<file path="config.mk">
export PLATFORM = sky130hd
export DESIGN_NAME = cache_fill_controller
export DESIGN_NICKNAME = d
export VERILOG_FILES = /design/src/rtl/cache_pkg.sv /design/src/rtl/cache_fill_controller_sat_counter.sv /design/src/rtl/cache_fill_controller.sv
export SDC_FILE = /design/constraint.sdc
export NUM_CORES = 1
export LEC_CHECK = 0
export CORE_MARGIN = 5
export CORE_UTILIZATION = 25
export DETAILED_ROUTE_END_ITERATION = 8
export PLACE_DENSITY_LB_ADDON = 0.15
export SYNTH_ARGS = -nofsm -noshare
export SYNTH_HDL_FRONTEND = slang
export SYNTH_SLANG_ARGS = --single-unit
</file>
<file path="constraint.sdc">
create_clock -name clk -period 3 [get_ports clk]
set_clock_uncertainty 0.2 [all_clocks]
set_input_delay 0.3 -clock clk [delete_from_list [all_inputs] [get_ports clk]]
set_output_delay 0.3 -clock clk [all_outputs]
set_load 0.01 [all_outputs]
</file>
<file path="src/rtl/cache_pkg.sv">
// cache_pkg: shared state encoding and default sizes for the cache fill controller
package cache_pkg;
  typedef enum logic [2:0] {IDLE, LOOKUP, FILL, HIT_RSP, MISS_RSP} state_t;
  localparam int ADDRESSL_DEF  = 15;
  localparam int WORD_DEF      = 16;
  localparam int BLOCKSIZE_DEF = 4;
  localparam int CNTW_DEF      = 15;
endpackage

</file>
<file path="src/rtl/cache_fill_controller_sat_counter.sv">
// sat_counter: up counter that sticks at all-ones
module sat_counter #(
  parameter int W = 15
) (
  input  logic         clk,
  input  logic         rst,
  input  logic         inc,
  output logic [W-1:0] q
);
  // count up on inc until the counter is full
  always_ff @(posedge clk or posedge rst)
    if (rst) q <= '0;
    else if (inc && q != {W{1'b1}}) q <= q + 1'b1;
endmodule

</file>
<file path="src/rtl/cache_fill_controller.sv">
// cache_fill_controller: lookup / block-fill sequencer with hit and miss statistics
module cache_fill_controller
  import cache_pkg::*;
#(
  parameter int ADDRESSL  = ADDRESSL_DEF,
  parameter int BLOCKSIZE = BLOCKSIZE_DEF,
  parameter int CNTW      = CNTW_DEF
) (
  input  logic                clk,
  input  logic                rst,
  input  logic                req,
  input  logic [ADDRESSL-1:0] address,
  input  logic                hit,
  input  logic                rAck,
  output logic [ADDRESSL-1:0] memAddr,
  output logic                cRead,
  output logic                cWrite,
  output logic                rRead,
  output logic                selOut,
  output logic                ready,
  output logic                busy,
  output logic [CNTW-1:0]     numOfHits,
  output logic [CNTW-1:0]     numOfMisses
);
  localparam int OFFW = $clog2(BLOCKSIZE);
  state_t state, state_nxt;
  logic [ADDRESSL-1:0] addr_reg;
  logic [OFFW-1:0] word_idx;
  logic last;
  assign last = word_idx == OFFW'(BLOCKSIZE - 1);
  // state, captured request address and the fill word index
  always_ff @(posedge clk or posedge rst)
    if (rst) begin
      state    <= IDLE;
      addr_reg <= '0;
      word_idx <= '0;
    end else begin
      state <= state_nxt;
      if (state == IDLE && req) begin
        addr_reg <= address;
        word_idx <= '0;
      end
      if (state == LOOKUP) word_idx <= '0;
      if (cWrite) word_idx <= word_idx + 1'b1;
    end
  // next state and decoded strobes; the index wraps to zero after the last word
  always_comb begin
    state_nxt = state;
    memAddr   = '0;
    cRead     = 1'b0;
    cWrite    = 1'b0;
    rRead     = 1'b0;
    selOut    = 1'b1;
    ready     = 1'b0;
    case (state)
      IDLE:    state_nxt = req ? LOOKUP : IDLE;
      LOOKUP: begin
        cRead     = 1'b1;
        memAddr   = addr_reg;
        state_nxt = hit ? HIT_RSP : FILL;
      end
      FILL: begin
        rRead     = 1'b1;
        cWrite    = rAck;
        memAddr   = {addr_reg[ADDRESSL-1:OFFW], word_idx};
        state_nxt = (rAck && last) ? MISS_RSP : FILL;
      end
      HIT_RSP: begin
        ready     = 1'b1;
        memAddr   = addr_reg;
        state_nxt = IDLE;
      end
      MISS_RSP: begin
        ready     = 1'b1;
        selOut    = 1'b0;
        cRead     = 1'b1;
        memAddr   = addr_reg;
        state_nxt = IDLE;
      end
      default: state_nxt = IDLE;
    endcase
  end
  assign busy = state != IDLE;
  sat_counter #(.W(CNTW)) u_hits (.clk(clk), .rst(rst), .inc(state == HIT_RSP), .q(numOfHits));
  sat_counter #(.W(CNTW)) u_misses (.clk(clk), .rst(rst), .inc(state == MISS_RSP), .q(numOfMisses));
endmodule

</file>
After elaboration in Yosys (flattened, before gate mapping)
Cells that the tools add are included.

word-level totals
  word-level logic and storage cells = 38
  input port bits = 20
  register bits = 50

cells by class
  muxes and demuxes = 13
  equal/unequal tests = 7
  reduce and logical (&&, ||, !) cells = 10
  add/sub/neg operators = 3

operators with widths
  kind                                                              number
  15-bit by 1-bit adder with 15-bit output (second input constant)  2
  15-bit inequality test (second input constant)                    2
  15-bit case mux with 2 select lines                               1
  3-bit case mux with 3 select lines                                1
  1-bit 2-to-1 mux                                                  7
  3-bit by 2-bit == test with 1-bit output (second input constant)  2
  2-bit 2-to-1 mux                                                  3
  3-bit nonzero test                                                2
  1-bit logical AND                                                 4
  2-bit OR reduction                                                2
  3-bit by 1-bit == test with 1-bit output (second input constant)  1
  3-bit == test (second input constant)                             1
  3-bit logical NOT                                                 1
  3-bit 2-to-1 mux                                                  1
  3-bit OR reduction                                                1
  2-bit by 1-bit adder with 2-bit output (second input constant)    1
  2-bit == test (second input constant)                             1

Logic depth before layout (Yosys ltp)
Gate-level depths: netlist of run 1.

  word-level depth = 5
  depth in mapped cells = 6
  gate-level depth less buffers = 6

Cells and area by module
Synthesis of run 1 repeated with hierarchy kept, for this count alone.

unflattened totals
  cells, all modules = 226
  area total of the unflattened synthesis = 2555.0 µm²

by module, submodules not included
  module                 cells an instance  area an instance (µm²)  instances
  sat_counter            70                 748.2                   2
  cache_fill_controller  86                 1058.5                  1

Worst setup path before layout of run 1
Ideal clock, no wire load.

  path kind = flip-flop to flip-flop
  start = register state[1]
  end = register addr_reg[0]
  required time = 2.675 ns
  setup time = 0.125 ns
  setup slack = 1.044 ns
  stages on the path, launching flop included = 6
  period minus slack after synthesis = 1.956 ns
  buffers on the path = 2
  data arrival time = 1.631 ns
  cell sequence = dfrtp_1 > buf_6 > or3_1 > nor2_4 > buf_4 > mux2_2

between the ends
  longest elaborated chain between the ends = 2

ends and longest elaborated chain
  element                   RTL line                     source
  start: declaration        cache_fill_controller.sv:26  state_t state, state_nxt;
  start signal: assignment  cache_fill_controller.sv:38  state <= state_nxt;
  3-bit logical NOT         cache_fill_controller.sv:39  if (state == IDLE && req) begin
  1-bit logical AND         cache_fill_controller.sv:39
  end signal: assignment    cache_fill_controller.sv:40  addr_reg <= address;
  end: declaration          cache_fill_controller.sv:27  logic [ADDRESSL-1:0] addr_reg;

Every way passes these cells.
A chain may end at the register's enable or synchronous reset.

Final worst setup path of run 1
  start = register state[0]
  end = output cWrite

between the ends
  longest elaborated chain between the ends = 2

ends and longest elaborated chain
  element                                   RTL line                     source
  3-bit by 2-bit == test with 1-bit output  cache_fill_controller.sv:55  case (state)
  1-bit 2-to-1 mux                          cache_fill_controller.sv:55
  end: declaration                          cache_fill_controller.sv:17  output logic cWrite,

Every way passes these cells.

==> flow_metrics.env, run 1 <==
export IMPL_cts_tree="done"
export IMPL_cp_data_arrival_time_ps=2260
export IMPL_grt_pass1_vias=1812
export IMPL_root_buffer="clkbuf_8"
export IMPL_synth_flop_cell="dfrtp_1"
export IMPL_cts_num_sinks=50
export IMPL_critPathKind="reg2out"
export IMPL_crit_required_ps=2500
export IMPL_first_iter_violations=64
export IMPL_clk_pin_slew_worst_paths_ps=90
export IMPL_synth_most_common_cell="dfrtp_1"
export IMPL_routabilityCongestion=0.723
export IMPL_yosysSeqAreaShare_pct=52.2
export IMPL_startpoint_type="flop"
export IMPL_clock_path_buffers=2
export IMPL_synth_area_per_cell_um2=11.4
export IMPL_ys_async_sr_fraction_pct=100
export IMPL_power_density_nw_per_um2=715
export IMPL_ir_worst_vdd_mv=0.305
export IMPL_core_region_area_um2=9280
export IMPL_hold_buffers=0
export IMPL_fin_crit_ps=2760
export IMPL_grtUsageTotal_pct=10.2
export IMPL_routedWlPerCell_um=13.8
export IMPL_clk_insertion_delay_late_ps=300
export IMPL_power_mw=2.38
export IMPL_synth_commonest_cells="dfrtp_1 (50), mux2_2 (17), nand3_1 (17), and2_1 (13), xnor2_1 (13)"
export IMPL_drv_slew=0
export IMPL_io_pins=71
export IMPL_antenna_found_initial=0
export IMPL_hpwl_um=4280
export IMPL_worstSetupEndpointType="output port"
export IMPL_syn_inst=210
export IMPL_fp_dieH_um=108
export IMPL_rr_startpoint="u_misses.q[0]"
export IMPL_dr_total_vias=1774
export IMPL_port_buffers=70
export IMPL_rsz0062_at_grt="no"
export IMPL_drc=0
export IMPL_synth_top_area_cell="dfrtp_1"
export IMPL_drtAntennaViolNets=0
export IMPL_slew_headroom_pct=58.1
export IMPL_worstMarginPinSlew_ps=624
export IMPL_grt_max_degree=30
export IMPL_dp_cells=404
export IMPL_syn_area_um2=2400
export IMPL_cp_max_fo=11
export IMPL_setup_viol=0
export IMPL_crit_path_start="state[0]"
export IMPL_worstRegToRegCells=5
export IMPL_die_w_um=108
export IMPL_synth_cell_type_count=41
export IMPL_overflow=0
export IMPL_hold_viol=0
export IMPL_status="finished, final reports clean"
export IMPL_die_area_um2=11600
export IMPL_start_util_pct=25.8
export IMPL_drtPass1Iterations=4
export IMPL_syn_to_final_growth_pct=38.6
export IMPL_rr_endpoint="u_misses.q[1]"
export IMPL_max_freq_mhz=362
export IMPL_rows=35
export IMPL_final_layout_size_suffix_gt1_share_pct=13.1
export IMPL_final_core_util_pct=35.8
export IMPL_synth_edff_count=0
export IMPL_total_leakage_power_nw=1.36
export IMPL_fin_setup_tns_ps=0
export IMPL_stdcell_count=411
export IMPL_synth_top_area_share_pct=52.2
export IMPL_cts_buffers=5
export IMPL_fillCellCount=990
export IMPL_finalCritPeriodShare_pct=92.0
export IMPL_cts_max_level=2
export IMPL_drv_cap=0
export IMPL_rrSetupSlack_ps=850
export IMPL_synth_fp_nets=233
export IMPL_hold_class="in2async"
export IMPL_synth_top_cells_by_area="dfrtp_1 (52%), mux2_2 (8.0%), xnor2_1 (4.7%)"
export IMPL_grt_pass1_wl_um=9430
export IMPL_vias_per_cell=4.32
export IMPL_endpoint="cWrite"
export IMPL_wl_um=5650
export IMPL_n_antenna_cell=0
export IMPL_synth_seq_cells=50
export IMPL_yosysWarnings=0
export IMPL_nets=305
per-stage QoR:
step	instance area [um^2]	worst slack [ps]	hold slack, ps
after floorplan	2400	1040	252
after global placement	3240	561	282
after detailed placement	3240	509	284
after CTS	3320	152	150
after global routing	3320	31.3	177
final	3320	239	141
cell families (layout without fill, tap and decap cells):
family | count (synthesis) | after routing | synth area share (%)
compound gates | 18 | 18 | 5.01
flops | 50 | 50 | 52.2
xor+xnor | 23 | 23 | 8.40
simple gates | 84 | 84 | 20.9
buf+inv | 12 | 84 | 2.71
mux | 20 | 20 | 9.24
fa+ha+maj | 3 | 3 | 1.57
power breakdown:
| part | internal, mW | switching [mW] | total (mW) |
|---|---|---|---|
| combinational | 0.596 | 0.396 | 0.991 |
| sequential | 0.836 | 0.162 | 0.998 |
| clock | 0.158 | 0.229 | 0.386 |
| total | 1.59 | 0.786 | 2.38 |
layout by cell type (no fill, tap or decap), drive strengths merged, types with 2 or more instances in the layout:
cell type / synthesis / routed
a21oi: 5 / 5
a22o: 2 / 2
and2: 13 / 13
and3: 2 / 2
clkbuf: 2 / 5
clkdlybuf4s50: 0 / 70
clkinv: 0 / 2
dfrtp: 50 / 50
ha: 3 / 3
inv: 6 / 6
mux2: 17 / 17
mux2i: 3 / 3
nand2: 13 / 13
nand3: 17 / 17
nand3b: 2 / 2
nand4: 6 / 6
nor2: 14 / 14
nor3: 5 / 5
nor4: 5 / 5
o21a: 3 / 3
o21ai: 3 / 3
or3: 2 / 2
xnor2: 13 / 13
xor2: 10 / 10
final cells by class:
type / instances / area (um^2) / area share [%]
Tap cell: 129 / 161 / 4.86
Timing Repair Buffer: 71 / 721 / 21.7
Multi-Input combinational cell: 148 / 1090 / 32.8
Clock buffer: 5 / 68.8 / 2.07
Clock inverter: 2 / 10.0 / 0.301
Sequential cell: 50 / 1250 / 37.7
Inverter: 6 / 22.5 / 0.678
layer usage:
metal,track usage (%),routed length [um],up-vias
met5,0,0,-
met4,3.52,86,0
met3,2.16,227,5
met2,16.3,2670,40
met1,13.6,2670,849
li1,-,-,880
worst min path at each step:
stage	start	end	slack, ps	cells after the start
2_1_floorplan	address[0]	addr_reg[0]	250	1
3_3_place_gp	u_hits.q[14]	u_hits.q[14]	280	1
3_5_place_dp	u_hits.q[8]	u_hits.q[8]	280	1
4_1_cts	rst	u_misses.q[1]	150	2
5_1_grt	rst	word_idx[0]	180	2
6_report	rst	u_misses.q[1]	140	2
worst max-delay path, stage by stage (launching register included):
cell	delay (ps)
dfrtp_1	530
nor3b_1	570
nand2_1	200
inv_1	120
clkdlybuf4s50_1	540
what timing repair did:
action | 4_1_cts | 5_1_grt
gates resized for setup | 0 | 1
setup endpoints to repair | 0 | 3
endpoints found under the hold margin | 0 | 0
buffers inserted | 0 | 0
Power figures use the tool's default switching activity.
==> run 2: changes to the inputs <==
- GPL_ROUTABILITY_DRIVEN: default -> 0
- RECOVER_POWER: default -> 25
==> run 2 against run 1 <==
Against the previous run:
- flip-flop and latch count did not move
- non-clock buffer count did not move
- critical path depth unchanged
- routed wire length grew 0.14%
- cell area decreased by 0.45%
==> flow_metrics.env, run 2 (synthesized netlist as in run 1, its figures left out) <==
export IMPL_hold_buffers=0
export IMPL_core_region_area_um2=9280
export IMPL_seq_power_share_pct=42.0
export IMPL_die_area_um2=11600
export IMPL_crit_path_start="state[0]"
export IMPL_power_frac_comb_pct=41.7
export IMPL_ir_worst_vdd_mv=0.305
export IMPL_power_frac_clock_pct=16.3
export IMPL_max_freq_mhz=362
export IMPL_hold_start="u_hits.q[8]"
export IMPL_die_w_um=108
export IMPL_rr_endpoint="u_misses.q[1]"
export IMPL_syn_to_final_growth_pct=38.0
export IMPL_max_stage_delay_ps=570
export IMPL_cp_data_arrival_time_ps=2260
export IMPL_n_antenna_cell=0
export IMPL_swShare_pct=33.1
export IMPL_worstMarginPinSlew_ps=860
export IMPL_routedWlPerCell_um=13.8
export IMPL_wl_um=5660
export IMPL_power_switching_mw=0.786
export IMPL_port_buffers=70
export IMPL_clock_path_buffers=2
export IMPL_grtUsageTotal_pct=10.2
export IMPL_antenna_found_initial=0
export IMPL_grt_max_degree=30
export IMPL_clk_insertion_delay_late_ps=300
export IMPL_p_int_mw=1.59
export IMPL_stdcell_count=411
export IMPL_final_core_util_pct=35.6
export IMPL_path_cells="nor3b_1 > nand2_1 > inv_1 > clkdlybuf4s50_1"
export IMPL_fillCellCount=991
export IMPL_finalCritPeriodShare_pct=92.0
export IMPL_regArea_um2=1250
export IMPL_rows=35
export IMPL_cts_max_level=2
export IMPL_drc=0
export IMPL_slew_headroom_pct=42.6
export IMPL_dr_total_vias=1774
export IMPL_worstRegToRegCells=5
export IMPL_overflow=0
export IMPL_post_cts_buffers=0
export IMPL_hold_viol=0
export IMPL_hold_depth=1
export IMPL_grt_pass1_vias=1812
export IMPL_rrSetupSlack_ps=850
export IMPL_total_leakage_power_nw=1.36
export IMPL_cts_tree="done"
export IMPL_multi_input_comb_area_um2=1090
export IMPL_fin_setup_tns_ps=0
export IMPL_critPathKind="reg2out"
export IMPL_final_cell_mix="clkdlybuf4s50_1 (69), dfrtp_1 (50), nand3_1 (17), mux2_2 (17), and2_1 (13)"
export IMPL_setup_ws_ps=239
export IMPL_hold_end="u_hits.q[8]"
export IMPL_crit_required_ps=2500
export IMPL_drv_cap=0
export IMPL_status="finished, final reports clean"
export IMPL_cts_num_sinks=50
export IMPL_nets=305
export IMPL_cts_resized=0
export IMPL_vias_per_cell=4.32
export IMPL_rr_startpoint="u_misses.q[0]"
export IMPL_fin_crit_ps=2760
export IMPL_hold_class="reg2reg"
export IMPL_cp_max_fo=11
export IMPL_final_common_cell="clkdlybuf4s50_1"
export IMPL_final_layout_size_suffix_gt1_share_pct=12.8
export IMPL_drtPass1Iterations=4
export IMPL_cts_buffers=5
export IMPL_power_density_nw_per_um2=717
export IMPL_drtAntennaViolNets=0
export IMPL_post_place_ws_ps=509
export IMPL_clk_pin_slew_worst_paths_ps=90
export IMPL_drv_slew=0
export IMPL_hpwl_um=4280
export IMPL_startpoint_type="flop"
export IMPL_dp_cells=404
export IMPL_grt_pass1_wl_um=9430
export IMPL_slowest_stage="nor3b_1"
export IMPL_fp_dieH_um=108
export IMPL_io_pins=71
export IMPL_rsz0062_at_grt="no"
export IMPL_holdWs_ps=289
export IMPL_root_buffer="clkbuf_8"
export IMPL_worstSetupEndpointType="output port"
export IMPL_setup_viol=0
export IMPL_start_util_pct=25.8
export IMPL_first_iter_violations=65
[run 2: through the flow]
| stage | area (um^2) | power [mW] |
|---|---|---|
| 2_1_floorplan | 2400 | 1.54 |
| 3_3_place_gp | 3240 | 2.00 |
| 3_5_place_dp | 3240 | 2.02 |
| 4_1_cts | 3320 | 2.42 |
| 5_1_grt | 3310 | 2.54 |
| 6_report | 3310 | 2.37 |
[run 2: worst max path at each step]
stage                     slack [ps]          end  cells after the start
after floorplan                 1040  addr_reg[0]                      5
after global placement           560   memAddr[3]                      4
after detailed placement         510   memAddr[3]                      4
after CTS                        150   memAddr[3]                      4
after global routing              30       cWrite                      4
final                            240       cWrite                      4
[run 2: critical path, delay by kind of cell (launching register included)]
family	cells	cell delay, ps
flip-flops	1	530
AND/OR/NAND/NOR	2	770
buffers and inverters	2	660
[run 2: layer usage]
| metal | vias up | track usage, % | wire length, um |
|---|---|---|---|
| li1 | 880 | - | - |
| met1 | 850 | 13.6 | 2710 |
| met2 | 39 | 16.3 | 2650 |
| met3 | 5 | 2.16 | 215 |
| met4 | 0 | 3.52 | 86 |
| met5 | - | 0 | 0 |
[run 2: layout make-up]
type / instances / share of cell area, %
timing repair buffer: 71 / 21.3
clock buffer: 5 / 2.08
clock inverter: 2 / 0.303
sequential: 50 / 37.8
tap: 129 / 4.88
inverter: 6 / 0.681
multi-input combinational: 148 / 32.9
[run 2: power by group through the flow]
stage | Combinational [mW] | Sequential, mW | Clock (mW)
after floorplan | 0.582 | 0.954 | 0
after global placement | 0.989 | 1.01 | 0
after detailed placement | 1.00 | 1.01 | 0
after CTS | 1.01 | 1.00 | 0.410
after global routing | 1.08 | 1.03 | 0.427
final | 0.989 | 0.997 | 0.386
